$ cat src/rtl/nibble_demux_pkg.sv
// Shared types and constants for the nibble demultiplexing framer.
package nibble_demux_pkg;

    // Frame assembly state: waiting for SOF, or gathering lanes 1..3.
    typedef enum logic {
        ST_IDLE    = 1'b0,
        ST_COLLECT = 1'b1
    } state_t;

    // Lane indices within a four-value frame.
    localparam logic [1:0] LANE0 = 2'd0;
    localparam logic [1:0] LANE1 = 2'd1;
    localparam logic [1:0] LANE2 = 2'd2;
    localparam logic [1:0] LANE3 = 2'd3;

endpackage

$ cat src/rtl/nibble_demux_framer_gap_timer.sv
// Idle-gap timer used by the framer's optional timeout feature
// (NIBBLE_DEMUX_TIMEOUT_EN). Counts idle cycles while running,
// clears on activity, and flags expiry on reaching LIMIT.
module gap_timer #(
    parameter int unsigned LIMIT = 255
) (
    input  logic clk,
    input  logic reset_n,
    input  logic run,
    input  logic clear,
    output logic expire
);

    localparam int unsigned CNT_W = $clog2(LIMIT + 1);

    logic [CNT_W-1:0] count;

    assign expire = run && (count == CNT_W'(LIMIT));

    // Gap counter: held at zero when not running, cleared by activity, saturates at LIMIT.
    always_ff @(posedge clk or negedge reset_n) begin
        if (!reset_n) begin
            count <= '0;
        end else if (!run || clear) begin
            count <= '0;
        end else if (!expire) begin
            count <= count + 1'b1;
        end
    end

endmodule

$ cat src/rtl/nibble_demux_framer.sv
// Receive-side 4:1 demultiplexer: assembles four consecutive WIDTH-bit
// stream values into a frame and updates all four outputs together.
// Optional idle timeout inside a frame: define NIBBLE_DEMUX_TIMEOUT_EN.
module nibble_demux_framer
    import nibble_demux_pkg::*;
#(
    parameter int unsigned WIDTH          = 4,
    parameter int unsigned TIMEOUT_CYCLES = 255
) (
    input  logic             clk,
    input  logic             reset_n,
    input  logic [WIDTH-1:0] in_data,
    input  logic             in_valid,
    input  logic             in_sof,
    output logic [WIDTH-1:0] output1,
    output logic [WIDTH-1:0] output2,
    output logic [WIDTH-1:0] output3,
    output logic [WIDTH-1:0] output4,
    output logic [1:0]       slot,
    output logic             frame_done,
    output logic             frame_err
);

    state_t     state, state_next;
    logic [1:0] slot_next;
    logic [1:0] shadow_idx;
    logic       shadow_we;
    logic       commit;
    logic       err_next;
    logic       timeout;

    // Lanes 0..2 are staged; lane 3 goes straight to output4 on commit.
    logic [WIDTH-1:0] shadow [0:2];

`ifdef NIBBLE_DEMUX_TIMEOUT_EN
    gap_timer #(
        .LIMIT (TIMEOUT_CYCLES)
    ) u_gap_timer (
        .clk     (clk),
        .reset_n (reset_n),
        .run     (state == ST_COLLECT),
        .clear   (in_valid),
        .expire  (timeout)
    );
`else
    assign timeout = 1'b0;
`endif

    // An early SOF always restarts at lane 0, otherwise write the current slot.
    assign shadow_idx = in_sof ? LANE0 : slot;

    // Next-state and control decode for frame assembly.
    always_comb begin
        // NOTE: every signal gets a default first so no path leaves it unassigned (no latch).
        state_next = state;
        slot_next  = slot;
        shadow_we  = 1'b0;
        commit     = 1'b0;
        err_next   = 1'b0;
        unique case (state)
            ST_IDLE: begin
                if (in_valid && in_sof) begin
                    shadow_we  = 1'b1;
                    slot_next  = LANE1;
                    state_next = ST_COLLECT;
                end
            end
            ST_COLLECT: begin
                if (in_valid) begin
                    if (in_sof) begin
                        // Partial frame dropped; the new SOF value starts a fresh frame.
                        err_next  = 1'b1;
                        shadow_we = 1'b1;
                        slot_next = LANE1;
                    end else if (slot == LANE3) begin
                        commit     = 1'b1;
                        slot_next  = LANE0;
                        state_next = ST_IDLE;
                    end else begin
                        shadow_we = 1'b1;
                        slot_next = slot + 2'd1;
                    end
                end else if (timeout) begin
                    err_next   = 1'b1;
                    slot_next  = LANE0;
                    state_next = ST_IDLE;
                end
            end
            default: begin
                state_next = ST_IDLE;
                slot_next  = LANE0;
            end
        endcase
    end

    // State and slot registers.
    always_ff @(posedge clk or negedge reset_n) begin
        if (!reset_n) begin
            state <= ST_IDLE;
            slot  <= LANE0;
        end else begin
            // NOTE: sequential state uses non-blocking assignment so all registers update together.
            state <= state_next;
            slot  <= slot_next;
        end
    end

    // Shadow lanes, atomic output update and status pulses.
    always_ff @(posedge clk or negedge reset_n) begin
        if (!reset_n) begin
            // NOTE: the small shadow store is reset explicitly so outputs can never expose stale data.
            for (int i = 0; i < 3; i++) begin
                shadow[i] <= '0;
            end
            output1    <= '0;
            output2    <= '0;
            output3    <= '0;
            output4    <= '0;
            frame_done <= 1'b0;
            frame_err  <= 1'b0;
        end else begin
            for (int i = 0; i < 3; i++) begin
                if (shadow_we && (shadow_idx == 2'(i))) begin
                    shadow[i] <= in_data;
                end
            end
            if (commit) begin
                output1 <= shadow[0];
                output2 <= shadow[1];
                output3 <= shadow[2];
                output4 <= in_data;
            end
            frame_done <= commit;
            frame_err  <= err_next;
        end
    end

endmodule

$ cat config.mk
export PLATFORM = sky130hd
export DESIGN_NAME = nibble_demux_framer
export DESIGN_NICKNAME = d
export VERILOG_FILES = /design/src/rtl/nibble_demux_pkg.sv /design/src/rtl/nibble_demux_framer_gap_timer.sv /design/src/rtl/nibble_demux_framer.sv
export SDC_FILE = /design/constraint.sdc
export NUM_CORES = 1
export LEC_CHECK = 0
export ABC_AREA = 0
export CAP_MARGIN = 40
export CORE_MARGIN = 4
export CORE_UTILIZATION = 49
export DETAILED_ROUTE_END_ITERATION = 6
export GPL_TIMING_DRIVEN = 0
export PLACE_DENSITY = 0.77
export SLEW_MARGIN = 20
export SYNTH_ARGS = -nofsm -noshare
export SYNTH_HDL_FRONTEND = slang
export SYNTH_SLANG_ARGS = --single-unit
$ cat constraint.sdc
create_clock -name clk -period 2.3 [get_ports clk]
set_clock_uncertainty 0.05 [all_clocks]
set_input_delay 0.46 -clock clk [delete_from_list [all_inputs] [get_ports clk]]
set_output_delay 0.46 -clock clk [all_outputs]
set_load 0.03 [all_outputs]
==> impl_results.md, run 1 <==
* Status: completed
* Synthesized area per cell at 16.1 um2
* Fmax at 485 MHz
* Post-CTS Setup Inserts at 0
* Worst setup SP type: register
* Ys Warns at 0
* Net Sw Power at 0.826 mW
* Comb pwr share at 41.6%
* Critical Path, Cell by Cell: clkdlybuf4s50_1
* CP Data Arrival Time at 1.55 ns
* Starting Density at 52.5%
* Inserted Clock Buffers at 5
* DR iter-0 viols at 22
* Max-slew violations at 0
* CTS clk-pin slew, worst paths at 0.10 ns
* Antenna Nets Post-Route at 0
* Vias per std cell at 5.49
* Post-synthesis sequential area ratio at 61.9%
* Pint at 1.60 mW
* GP Congestion at 0.775
* Relative slew slack at 52.8%
* Pwr dens at 1420 mW/mm2
* Bufs on Longest Clock Path at 2
* Worst hold path class: in -> async
* FP Rows at 18
* Cell count after synthesis at 83
* Leakage at 0.809 nW
* Clk Latency, worst-skew pair at 0.33 ns
* Layout area overhead at 28.3%
* Cell area after synthesis at 0.00134 mm2
* PortBufs at 26
* Ant diodes at 0
* Congestion Overflow GR at 0
* Clock share of power at 18.3%
* Synth area leaders: dfrtp_1 62%, mux2_2 16%, mux2_4 10%, buf_12 1.5%, nand3_1 1.5%
* Max-Cap Viols at 0
* Initial antenna violation count at 0
* WP data required at 1.79 ns
* Pin count of the biggest net entering global routing at 34
* Critical Path Slowest Stage Cell: clkdlybuf4s50_1
* FF+latch count, synth at 33
* Fin crit share at 89.6%
* Uppermost routed layer: met4
* Share of the synthesized area in the top cell type at 61.9%
* Root buffer cell: clkbuf_4
* Wire per inst at 15.6 um
* CP peak stage delay at 0.73 ns
* Final Setup Violations at 0
* CTS tree: done
* Routed length on met1 at 1.02 mm
* Die area at 0.00362 mm2
* Post-layout nets at 125
* First-pass GRT wire length at 3.77 mm
* VDD IR max at 1.05 mV
* Final Non-Filler Cells at 147
* Min Clock Period, post-route at 2.06 ns
* Die H at 60.2 um
* Setup Total Neg Slack at 0 ns
* RSZ-0062 raised after global routing: no
* Critical path class: reg -> out
* CP top delay family: buffers and inverters
* Worst Path Max Fanout at 8
* Synth cell types at 19
* Via count at 807
* Sink Count at 33
* Worst setup EP type: output pin
* Dpl hpwl at 1.57 mm
* Layout cells sized above 1 at 35.0%
* Vias in the first global route at 804
* Die Wd at 60.2 um
* Buf+Inv Stages, Crit Path at 1
* GRT Util Overall at 14.8%
* Core ar. at 0.00254 mm2
* Slew at the pin closest to its max-slew limit at 0.708 ns
* Switching part of the total at 34.0%
* H-Tree Depth at 2
* Hold Vio Cnt, Final at 0
* Sequential share of power at 40.0%
* Routed wl met2 at 1.11 mm
* Post-CTS Hold Buffers at 0
* Post-Syn Nets at 92
* Placed cell count at 139
* First-pass DRT Iterations at 4
* Detailed-route DRC error count at 0
* Ports at 28
* Cell taking the most area after synthesis: dfrtp_1
* Met3 WL post-DR at 148 um
* Post_cts resized at 0
* Final Routed Wirelength at 2.29 mm
==> cells by family after synthesis <==
family | Yosys count | share of synthesized area, %
adders and majority gates | 1 | 0.937
buffers and inverters | 4 | 2.44
and+or+nand+nor | 11 | 5.34
DFF | 33 | 61.9
AOI/OAI and AO/OA | 6 | 3.28
muxes | 28 | 26.1
==> Yosys cell counts <==
master / count
dfrtp_1: 33
a22o_1: 1
ha_1: 1
o22a_1: 1
nand2_4: 1
buf_2: 1
nor4b_1: 1
and3_2: 1
nor2_1: 2
mux2_4: 9
o21a_1: 2
o22ai_1: 1
nand2_1: 1
inv_1: 2
and3b_4: 1
mux2_2: 19
o21ai_1: 1
nand3_1: 4
buf_12: 1
==> metal layers <==
metal  vias to the layer above  GRT usage (%)
met4                         0           3.80
met2                        24           23.5
met1                       419           18.0
met5                         -              0
met3                         3           7.34
li1                        361              -
==> cell type report <==
cell class / count / area [um2]
plain buffers: 2 / 25.0
clock buffers: 7 / 55.1
clock inverters: 1 / 30.0
fillers: 199 / 832
inverters: 2 / 7.51
multi-input cells: 46 / 477
flip-flops and latches: 33 / 826
well taps: 30 / 37.5
repair buffers: 26 / 255
==> flip-flops by register name, indices dropped and copies added, names as in the netlist <==
register    flops
slot            2
shadow         12
frame_done      1
output2         4
output4         4
output3         4
output1         4
state           1
frame_err       1
==> power groups by stage <==
| stage | clock network, mW | logic (mW) | registers (mW) |
|---|---|---|---|
| 2_1_floorplan | 0 | 0.382 | 1.23 |
| 3_3_place_gp | 0 | 0.997 | 0.963 |
| 3_5_place_dp | 0 | 1.02 | 0.982 |
| 4_1_cts | 0.459 | 1.02 | 0.974 |
| 5_1_grt | 0.490 | 1.06 | 1.00 |
| 6_report | 0.445 | 1.01 | 0.972 |
==> stage by stage <==
step	util (%)	worst slack (ns)	hold slack [ns]	total power, mW	cell area, um2
after CTS	67.3	0.223	0.140	2.46	1710
final	67.3	0.238	0.127	2.43	1710
after global routing	67.3	0.164	0.159	2.56	1710
after detailed placement	64.0	0.214	0.438	2.00	1630
after floorplan	-	0.511	0.114	1.61	1340
after global placement	64.2	0.116	0.434	1.96	1630
==> path summary, 6_finish.rpt <==
kind                                 from    endpoint  cells past startpoint  slack, ns
worst max-delay path              slot[0]     slot[0]                      1       0.24
worst min-delay path              reset_n   shadow[2]                      1       0.13
worst max register to register    slot[0]   shadow[8]                      4       0.40
worst min register to register  shadow[7]  output2[3]                      1       0.46
max in group asynchronous         reset_n   shadow[8]                      1       1.62
min in group clk                 in_valid     slot[1]                      2       0.38
==> placed cells by master (no fill, tap or decap) <==
master and instances:
dfrtp_1 33, clkdlybuf4s50_1 25, mux2_2 19, mux2_4 9, clkbuf_4 5, nand3_1 4
buf_2 2, inv_1 2, nor2_1 2, o21a_1 2, nand2_1 1, a22o_1 1
and3_2 1, and3b_4 1, nand2_4 1, buf_12 1, nor4b_1 1, o21ai_1 1
o22a_1 1, o22ai_1 1, ha_1 1, clkbuf_1 1, bufinv_16 1, clkbuf_8 1
Note: power is estimated with default switching activity, not from simulation.
==> run 2: changes to the inputs <==
- ABC_CLOCK_PERIOD_IN_PS: unset -> 2300
==> results of run 2 <==
No change in the layout: final DEF, timing and power equal those of run 1.
